==> src/rtl/mmio_periph_pkg.sv <==
// Shared definitions for the MMIO peripheral block: register offsets
// (word index taken from addr[5:2]), control/status bit positions and the
// UART state encoding used by both the transmitter and the receiver.
package mmio_periph_pkg;

  // Word offsets within the 0x4000_0000 peripheral window.
  localparam logic [3:0] TH_OFF       = 4'h0;
  localparam logic [3:0] TL_OFF       = 4'h1;
  localparam logic [3:0] TCON_OFF     = 4'h2;
  localparam logic [3:0] LED_OFF      = 4'h3;
  localparam logic [3:0] SWITCH_OFF   = 4'h4;
  localparam logic [3:0] DIGI_OFF     = 4'h5;
  localparam logic [3:0] UART_TXD_OFF = 4'h6;
  localparam logic [3:0] UART_RXD_OFF = 4'h7;
  localparam logic [3:0] UART_CON_OFF = 4'h8;

  // TCON bit positions.
  localparam int TCON_EN = 0;
  localparam int TCON_IE = 1;
  localparam int TCON_IP = 2;

  // UART_CON bit positions.
  localparam int UCON_TX_BUSY = 0;
  localparam int UCON_RX_BUSY = 1;
  localparam int UCON_RX_VLD  = 2;
  localparam int UCON_TX_OVR  = 3;
  localparam int UCON_RX_OVR  = 4;

  // Frame phases, shared by the TX and RX state machines.
  typedef enum logic [1:0] {
    UART_IDLE  = 2'd0,
    UART_START = 2'd1,
    UART_DATA  = 2'd2,
    UART_STOP  = 2'd3
  } uart_state_t;

endpackage

==> src/rtl/mmio_periph_uart_xcvr.sv <==
// 8N1 UART transceiver: TX and RX state machines with their own baud
// counters, plus a two-flop synchroniser on the asynchronous RX line.
// rx_valid pulses for one cycle when a byte with a good stop bit lands.
module uart_xcvr
  import mmio_periph_pkg::*;
#(
  parameter int CLKS_PER_BIT = 10417,
  parameter int RX_SAMPLE    = CLKS_PER_BIT / 2
) (
  input  logic       clk,
  input  logic       reset,
  input  logic       tx_start,
  input  logic [7:0] tx_data,
  output logic       tx_busy,
  output logic       tx,
  input  logic       rx,
  output logic       rx_valid,
  output logic [7:0] rx_data,
  output logic       rx_busy
);

  localparam int CNT_W = $clog2(CLKS_PER_BIT);
  localparam logic [CNT_W-1:0] BIT_LAST    = CNT_W'(CLKS_PER_BIT - 1);
  localparam logic [CNT_W-1:0] SAMPLE_LAST = CNT_W'((RX_SAMPLE > 0) ? RX_SAMPLE - 1 : 0);

  uart_state_t      tx_state, rx_state;
  logic [CNT_W-1:0] tx_cnt, rx_cnt;
  logic [2:0]       tx_idx, rx_idx;
  logic [7:0]       tx_shift, rx_shift;
  logic             rx_s1, rx_s2, rx_prev;

  assign tx_busy = (tx_state != UART_IDLE);
  assign rx_busy = (rx_state != UART_IDLE);

  // TX frame sequencer; the line level is registered alongside the state.
  // NOTE: sequential state is assigned with <= so every flop sees pre-edge
  // values regardless of statement order; blocking here would create races.
  // The async reset also forces tx high the moment reset asserts.
  always_ff @(posedge clk or negedge reset) begin
    if (!reset) begin
      tx_state <= UART_IDLE;
      tx_cnt   <= '0;
      tx_idx   <= '0;
      tx_shift <= '0;
      tx       <= 1'b1;
    end else begin
      case (tx_state)
        UART_IDLE: if (tx_start) begin
          tx_state <= UART_START;
          tx_cnt   <= '0;
          tx_shift <= tx_data;
          tx       <= 1'b0;
        end
        UART_START: if (tx_cnt == BIT_LAST) begin
          tx_cnt   <= '0;
          tx_idx   <= '0;
          tx       <= tx_shift[0];
          tx_state <= UART_DATA;
        end else tx_cnt <= tx_cnt + 1'b1;
        UART_DATA: if (tx_cnt == BIT_LAST) begin
          tx_cnt   <= '0;
          tx_idx   <= tx_idx + 1'b1;
          tx_shift <= {1'b0, tx_shift[7:1]};
          if (tx_idx == 3'd7) begin
            tx_state <= UART_STOP;
            tx       <= 1'b1;
          end else tx <= tx_shift[1];
        end else tx_cnt <= tx_cnt + 1'b1;
        UART_STOP: if (tx_cnt == BIT_LAST) begin
          tx_cnt   <= '0;
          tx_state <= UART_IDLE;
        end else tx_cnt <= tx_cnt + 1'b1;
        default: tx_state <= UART_IDLE;
      endcase
    end
  end

  // Two-flop synchroniser plus one delayed copy for falling-edge detection.
  always_ff @(posedge clk or negedge reset) begin
    if (!reset) begin
      rx_s1   <= 1'b1;
      rx_s2   <= 1'b1;
      rx_prev <= 1'b1;
    end else begin
      rx_s1   <= rx;
      rx_s2   <= rx_s1;
      rx_prev <= rx_s2;
    end
  end

  // RX frame sequencer: validate start bit mid-way, then sample mid-bit.
  always_ff @(posedge clk or negedge reset) begin
    if (!reset) begin
      rx_state <= UART_IDLE;
      rx_cnt   <= '0;
      rx_idx   <= '0;
      rx_shift <= '0;
      rx_data  <= '0;
      rx_valid <= 1'b0;
    end else begin
      rx_valid <= 1'b0;
      case (rx_state)
        UART_IDLE: if (rx_prev && !rx_s2) begin
          rx_state <= UART_START;
          rx_cnt   <= '0;
        end
        UART_START: if (rx_cnt == SAMPLE_LAST) begin
          rx_cnt   <= '0;
          rx_idx   <= '0;
          rx_state <= rx_s2 ? UART_IDLE : UART_DATA;
        end else rx_cnt <= rx_cnt + 1'b1;
        UART_DATA: if (rx_cnt == BIT_LAST) begin
          rx_cnt   <= '0;
          rx_shift <= {rx_s2, rx_shift[7:1]};
          rx_idx   <= rx_idx + 1'b1;
          if (rx_idx == 3'd7) rx_state <= UART_STOP;
        end else rx_cnt <= rx_cnt + 1'b1;
        UART_STOP: if (rx_cnt == BIT_LAST) begin
          rx_cnt   <= '0;
          rx_state <= UART_IDLE;
          if (rx_s2) begin
            rx_data  <= rx_shift;
            rx_valid <= 1'b1;
          end
        end else rx_cnt <= rx_cnt + 1'b1;
        default: rx_state <= UART_IDLE;
      endcase
    end
  end

endmodule

==> src/rtl/mmio_periph.sv <==
// Memory-mapped peripheral block for the MEM stage: reloading timer with
// interrupt, LED/switch/7-segment registers and, when PERIPH_UART_EN is
// defined, an 8N1 UART. Without PERIPH_UART_EN the UART registers read 0,
// ignore writes, and uart_tx idles high.
module mmio_periph
  import mmio_periph_pkg::*;
#(
  parameter int CLKS_PER_BIT = 10417,
  parameter int RX_SAMPLE    = CLKS_PER_BIT / 2
) (
  input  logic        clk,
  input  logic        reset,
  input  logic        rd,
  input  logic        wr,
  input  logic [31:0] addr,
  input  logic [31:0] wdata,
  output logic [31:0] rdata,
  input  logic        uart_rx,
  output logic        uart_tx,
  output logic [7:0]  led,
  input  logic [7:0]  switch,
  output logic [11:0] digi,
  output logic        irq,
  input  logic        supervisor
);

  logic [3:0]  off;
  logic        hit_rd, hit_wr;
  logic        we_th, we_tl, we_tcon, we_led, we_digi;
  logic [31:0] th, tl;
  logic [2:0]  tcon;
  logic        overflow;
  logic [7:0]  sw_s1, sw_s2;
  logic [7:0]  txd, rxd;
  logic [31:0] ucon;
  logic        unused_addr;

  assign off         = addr[5:2];
  assign hit_rd      = rd & addr[30];
  assign hit_wr      = wr & addr[30];
  assign we_th       = hit_wr && (off == TH_OFF);
  assign we_tl       = hit_wr && (off == TL_OFF);
  assign we_tcon     = hit_wr && (off == TCON_OFF);
  assign we_led      = hit_wr && (off == LED_OFF);
  assign we_digi     = hit_wr && (off == DIGI_OFF);
  assign overflow    = tcon[TCON_EN] && (tl == 32'hFFFF_FFFF);
  assign irq         = tcon[TCON_IE] & tcon[TCON_IP] & ~supervisor;
  assign unused_addr = ^{addr[31], addr[29:6], addr[1:0]};

  // Timer: a CPU write to TL or TCON overrides the same-cycle count/reload.
  always_ff @(posedge clk or negedge reset) begin
    if (!reset) begin
      th   <= '0;
      tl   <= '0;
      tcon <= '0;
    end else begin
      if (we_th) th <= wdata;
      if (we_tl) tl <= wdata;
      else if (tcon[TCON_EN]) tl <= overflow ? th : tl + 32'd1;
      if (we_tcon) tcon <= wdata[2:0];
      else if (overflow && tcon[TCON_IE]) tcon[TCON_IP] <= 1'b1;
    end
  end

  // Board I/O registers; switches are double-flopped as they are asynchronous.
  always_ff @(posedge clk or negedge reset) begin
    if (!reset) begin
      led   <= '0;
      digi  <= '0;
      sw_s1 <= '0;
      sw_s2 <= '0;
    end else begin
      if (we_led)  led  <= wdata[7:0];
      if (we_digi) digi <= wdata[11:0];
      sw_s1 <= switch;
      sw_s2 <= sw_s1;
    end
  end

`ifdef PERIPH_UART_EN
  logic       tx_start, tx_busy, rx_busy, rx_pulse;
  logic       rx_vld, tx_ovr, rx_ovr;
  logic       we_txd, we_con, rd_rxd;
  logic [7:0] rx_byte;

  assign we_txd   = hit_wr && (off == UART_TXD_OFF);
  assign we_con   = hit_wr && (off == UART_CON_OFF);
  assign rd_rxd   = hit_rd && (off == UART_RXD_OFF);
  assign tx_start = we_txd && !tx_busy;
  assign ucon     = {27'd0, rx_ovr, tx_ovr, rx_vld, rx_busy, tx_busy};

  uart_xcvr #(
    .CLKS_PER_BIT (CLKS_PER_BIT),
    .RX_SAMPLE    (RX_SAMPLE)
  ) u_xcvr (
    .clk      (clk),
    .reset    (reset),
    .tx_start (tx_start),
    .tx_data  (wdata[7:0]),
    .tx_busy  (tx_busy),
    .tx       (uart_tx),
    .rx       (uart_rx),
    .rx_valid (rx_pulse),
    .rx_data  (rx_byte),
    .rx_busy  (rx_busy)
  );

  // UART data/status registers; a freshly arrived byte beats a same-cycle read.
  always_ff @(posedge clk or negedge reset) begin
    if (!reset) begin
      txd    <= '0;
      rxd    <= '0;
      rx_vld <= 1'b0;
      tx_ovr <= 1'b0;
      rx_ovr <= 1'b0;
    end else begin
      if (tx_start) txd <= wdata[7:0];
      if (rx_pulse) rxd <= rx_byte;
      if (rx_pulse) rx_vld <= 1'b1;
      else if (rd_rxd) rx_vld <= 1'b0;
      if (we_txd && tx_busy) tx_ovr <= 1'b1;
      else if (we_con && !wdata[UCON_TX_OVR]) tx_ovr <= 1'b0;
      if (rx_pulse && rx_vld) rx_ovr <= 1'b1;
      else if (we_con && !wdata[UCON_RX_OVR]) rx_ovr <= 1'b0;
    end
  end
`else
  logic unused_rx;

  assign uart_tx   = 1'b1;
  assign txd       = '0;
  assign rxd       = '0;
  assign ucon      = '0;
  assign unused_rx = uart_rx;
`endif

  // Zero-latency read mux; unselected or unmapped reads return 0.
  // NOTE: rdata gets a default before the case so no path leaves it
  // unassigned, which would otherwise infer a latch.
  always_comb begin
    rdata = '0;
    if (hit_rd) begin
      case (off)
        TH_OFF:       rdata = th;
        TL_OFF:       rdata = tl;
        TCON_OFF:     rdata = {29'd0, tcon};
        LED_OFF:      rdata = {24'd0, led};
        SWITCH_OFF:   rdata = {24'd0, sw_s2};
        DIGI_OFF:     rdata = {20'd0, digi};
        UART_TXD_OFF: rdata = {24'd0, txd};
        UART_RXD_OFF: rdata = {24'd0, rxd};
        UART_CON_OFF: rdata = ucon;
        default:      rdata = '0;
      endcase
    end
  end

endmodule

==> config.mk <==
export PLATFORM = sky130hd
export DESIGN_NAME = mmio_periph
export DESIGN_NICKNAME = d
export VERILOG_FILES = /design/src/rtl/mmio_periph_pkg.sv /design/src/rtl/mmio_periph_uart_xcvr.sv /design/src/rtl/mmio_periph.sv
export SDC_FILE = /design/constraint.sdc
export NUM_CORES = 1
export LEC_CHECK = 0
export ABC_AREA = 1
export CORE_MARGIN = 1
export CORE_UTILIZATION = 44
export DETAILED_ROUTE_END_ITERATION = 6
export PLACE_DENSITY = 0.79
export SYNTH_ARGS = -nofsm -noshare
export SYNTH_HDL_FRONTEND = slang
export SYNTH_SLANG_ARGS = --single-unit
==> constraint.sdc <==
create_clock -name clk -period 1.72 [get_ports clk]
set_clock_uncertainty 0.15 [all_clocks]
set_input_delay 0.344 -clock clk [delete_from_list [all_inputs] [get_ports clk]]
set_output_delay 0.344 -clock clk [all_outputs]
set_load 0.01 [all_outputs]
==> metrics.json, run 1 <==
{
  "outcome": {
    "status": "finished, violations left",
    "failed_checks": "negative setup slack"
  },
  "placement": {
    "placed_cells_incl_taps": 1292,
    "gp_routability_congestion": 0.940,
    "place_hpwl_um": 14400,
    "numPortBuffers": 102
  },
  "timing": {
    "max_freq_mhz": 496,
    "slew_viol_final": 0,
    "report.final.hold_viol_count": 0,
    "grt_setup_unrepaired": "yes",
    "setup_viol": 66,
    "final.period_utilization_pct": 117,
    "totalNegativeSetupSlack_ns": -12.57,
    "finalCriticalPeriod_ns": 2.02,
    "final.setup.worst_slack_ns": -0.297
  },
  "worst_setup_path": {
    "type_of_origin_of_the_critical_path": "primary input",
    "crit_top_cell": "buf_8",
    "cp-end-kind": "output port",
    "worst-setup-path-type": "in -> out",
    "critical_path_max_stage_delay_ns": 0.19,
    "path_max_fanout": 6,
    "cells_along_the_critical_path": "buf_8 > buf_6 > nor2_4 > nand2_4 > buf_8 > o22ai_2 > nor3_2 > nor2_1 > buf_2",
    "worstPathRequired_ns": 1.23,
    "critical_path_arrival_ns": 1.52,
    "critical-path-slowest-cell": "buf_8"
  },
  "finish": {
    "num_antenna_cells": 0,
    "post_route_cells_drive_above_1_share_pct": 37.9,
    "most-common-layout-cells": "235 x nand2_1, 143 x inv_1, 119 x buf_4",
    "final_nets": 1249,
    "most_common_cell_after_layout_fill_and_taps_aside": "nand2_1",
    "layoutNonFillerInstCount": 1355,
    "area_growth_pct": 59.8
  },
  "pwr": {
    "pwr_per_cell_area_mw_per_mm2": 911,
    "p_comb_share_pct": 39.5,
    "cellLeakagePower_uw": 0.00526,
    "switching_share_pct": 38.7,
    "power.sequential.fraction_pct": 37.8,
    "power.internal_uw": 5720,
    "ir_worst_vdd_mv": 0.791,
    "p_clk_share_pct": 22.7,
    "p_sw_uw": 3610
  },
  "logic_synthesis": {
    "seq_area_frac_synth_pct": 40.2,
    "seq_cells_post_synth": 103,
    "post_synth_num_cell_types": 35,
    "synth_ff_type": "dfrtp_1",
    "ranking_of_synthesized_cells_by_area": "dfrtp_1 40%, nand2_1 18%, inv_1 8.7%",
    "yosys_warnings": 0,
    "syn_nets": 1001,
    "synth_largest_type_area_fraction_pct": 40.2,
    "synth_enable_flop_cells": 0,
    "post-synth-top-area-cell": "dfrtp_1",
    "synthesis.area_mm2": 0.00641,
    "post_synth.cell_area_avg_um2": 6.95,
    "synthArstFlopShare_pct": 100,
    "synthCells": 922
  },
  "grt": {
    "antenna_found_initial": 0,
    "globalRouteTotalUtil_pct": 31.7,
    "via_count_of_the_first_global_routing_pass": 7312,
    "total_grt_overflow": 0,
    "grt_first_pass_wirelength_um": 36200,
    "grt_start_max_net_pins": 41
  },
  "drt": {
    "postRouteWirelength_um": 25800,
    "drc_errors": 0,
    "via_count": 7722,
    "detail-route-antenna-nets": 0,
    "detailedRoute.firstIterationViolations": 675,
    "drt_pre_antenna_iters": 5,
    "vias_per_cell": 5.70,
    "wl_cell_um": 19.1
  },
  "worst_hold_path": {
    "hold_path.class": "reg -> reg"
  },
  "clock_network": {
    "cts_tree": "done",
    "cts_max_level": 3,
    "clock_tree.root_cell": "clkbuf_16",
    "cts_max_path_buffers": 2,
    "cts.sinks": 103,
    "worst_setup_hold_path_clk_slew_ns": 0.09,
    "clk_latency_ns": 0.38,
    "cts-buffers-inserted": 9
  },
  "floorplan": {
    "die_area_mm2": 0.0150,
    "die_w_um": 123,
    "initial_utilization_pct": 45.6,
    "die_y_um": 123,
    "row_count": 43,
    "design.portCount": 132,
    "core_area_mm2": 0.0140
  },
  "job": {
    "drv.max_cap_violation_count": 0
  }
}
==> metal layers <==
layer	global-route usage, %	up-vias	wire length [um]
li1	-	3412	-
met1	37.4	3617	9500
met2	53.4	520	12600
met3	5.44	173	1980
met4	20.3	0	1750
met5	0	-	0
==> power groups by stage <==
stage / clock (uW) / sequential (uW) / combinational [uW]
2_1_floorplan: 0 / 3410 / 1320
3_3_place_gp: 0 / 3390 / 2710
3_5_place_dp: 0 / 3410 / 2800
4_1_cts: 2130 / 3400 / 3040
5_1_grt: 2220 / 3560 / 3970
6_report: 2120 / 3520 / 3690
==> cell families after synthesis <==
| kind of cell | Yosys count | synth area share, % |
|---|---|---|
| simple gates | 487 | 35.1 |
| fa+ha+maj | 1 | 0.195 |
| compound gates | 127 | 10.8 |
| buf+inv | 196 | 12.7 |
| other cells | 1 | 0.0585 |
| flops | 103 | 40.2 |
| xor+xnor | 7 | 0.957 |
==> synth_stat cells, drive strengths merged (3+ instances only) <==
master	count
nand3b	3
nand4	34
dfrtp	103
a21oi	25
nor3	3
clkbuf	10
o22ai	27
buf	28
inv	155
nand2	313
clkinv	3
nor2	61
nand3	73
o221ai	3
xor2	6
o21ai	69
==> sequential cells by signal (all words and copies together) (netlist names) <==
signal  flops
th         32
tl         32
digi       12
led         8
sw_s1       8
sw_s2       8
tcon        3
==> through the flow <==
stage	util, %	power, uW	cell area (um^2)	hold WS [ns]	worst slack [ns]
after global placement	61.5	6100	8640	0.162	-1.01
after floorplan	-	4740	6430	-0.102	0.00118
after global routing	72.9	9750	10200	0.220	-0.330
after detailed placement	61.5	6210	8640	0.164	-1.03
final	72.9	9320	10200	0.194	-0.297
after CTS	69.3	8580	9730	0.203	-0.253
==> final cells by class <==
| class | count | area, um^2 |
|---|---|---|
| sequential | 103 | 2580 |
| clock buffer | 9 | 225 |
| clock inverter | 7 | 83.8 |
| tap | 180 | 225 |
| multi-input combinational | 623 | 3830 |
| fill | 919 | 3800 |
| timing repair buffer | 275 | 2670 |
| inverter | 158 | 619 |
==> timing repair <==
item	in CTS	in global routing
hold endpoints to repair	23	0
endpoints found under the setup margin	105	68
resized for setup	315	135
buffers inserted	28	15
gates cloned	11	0
hold buffers	1	0
pin swaps	54	67
==> path summary, 6_finish.rpt <==
path	start	endpoint	slack, ns	cells after the start
worst max-delay path	addr[2]	rdata[0]	-0.30	9
worst min-delay path	sw_s1[2]	sw_s2[2]	0.19	0
worst max register to register	tl[15]	tl[7]	-0.25	11
worst min register to register	sw_s1[2]	sw_s2[2]	0.19	0
max in group asynchronous	reset	tl[22]	0.55	3
min in group asynchronous	reset	th[2]	0.31	2
==> worst max-delay path, delay by kind of cell <==
family | cells | cell delay, ns
buffers and inverters | 4 | 0.56
AND/OR/NAND/NOR | 4 | 0.43
AO/OA/AOI/OAI | 1 | 0.18
No activity file was read; power rests on OpenSTA's default activity.
==> run 2, diff against run 1 <==
CTS_CLUSTER_SIZE = 25   (was default)
==> results of run 2 <==
Same layout as run 1: the final DEF is identical, and so are final timing and power.
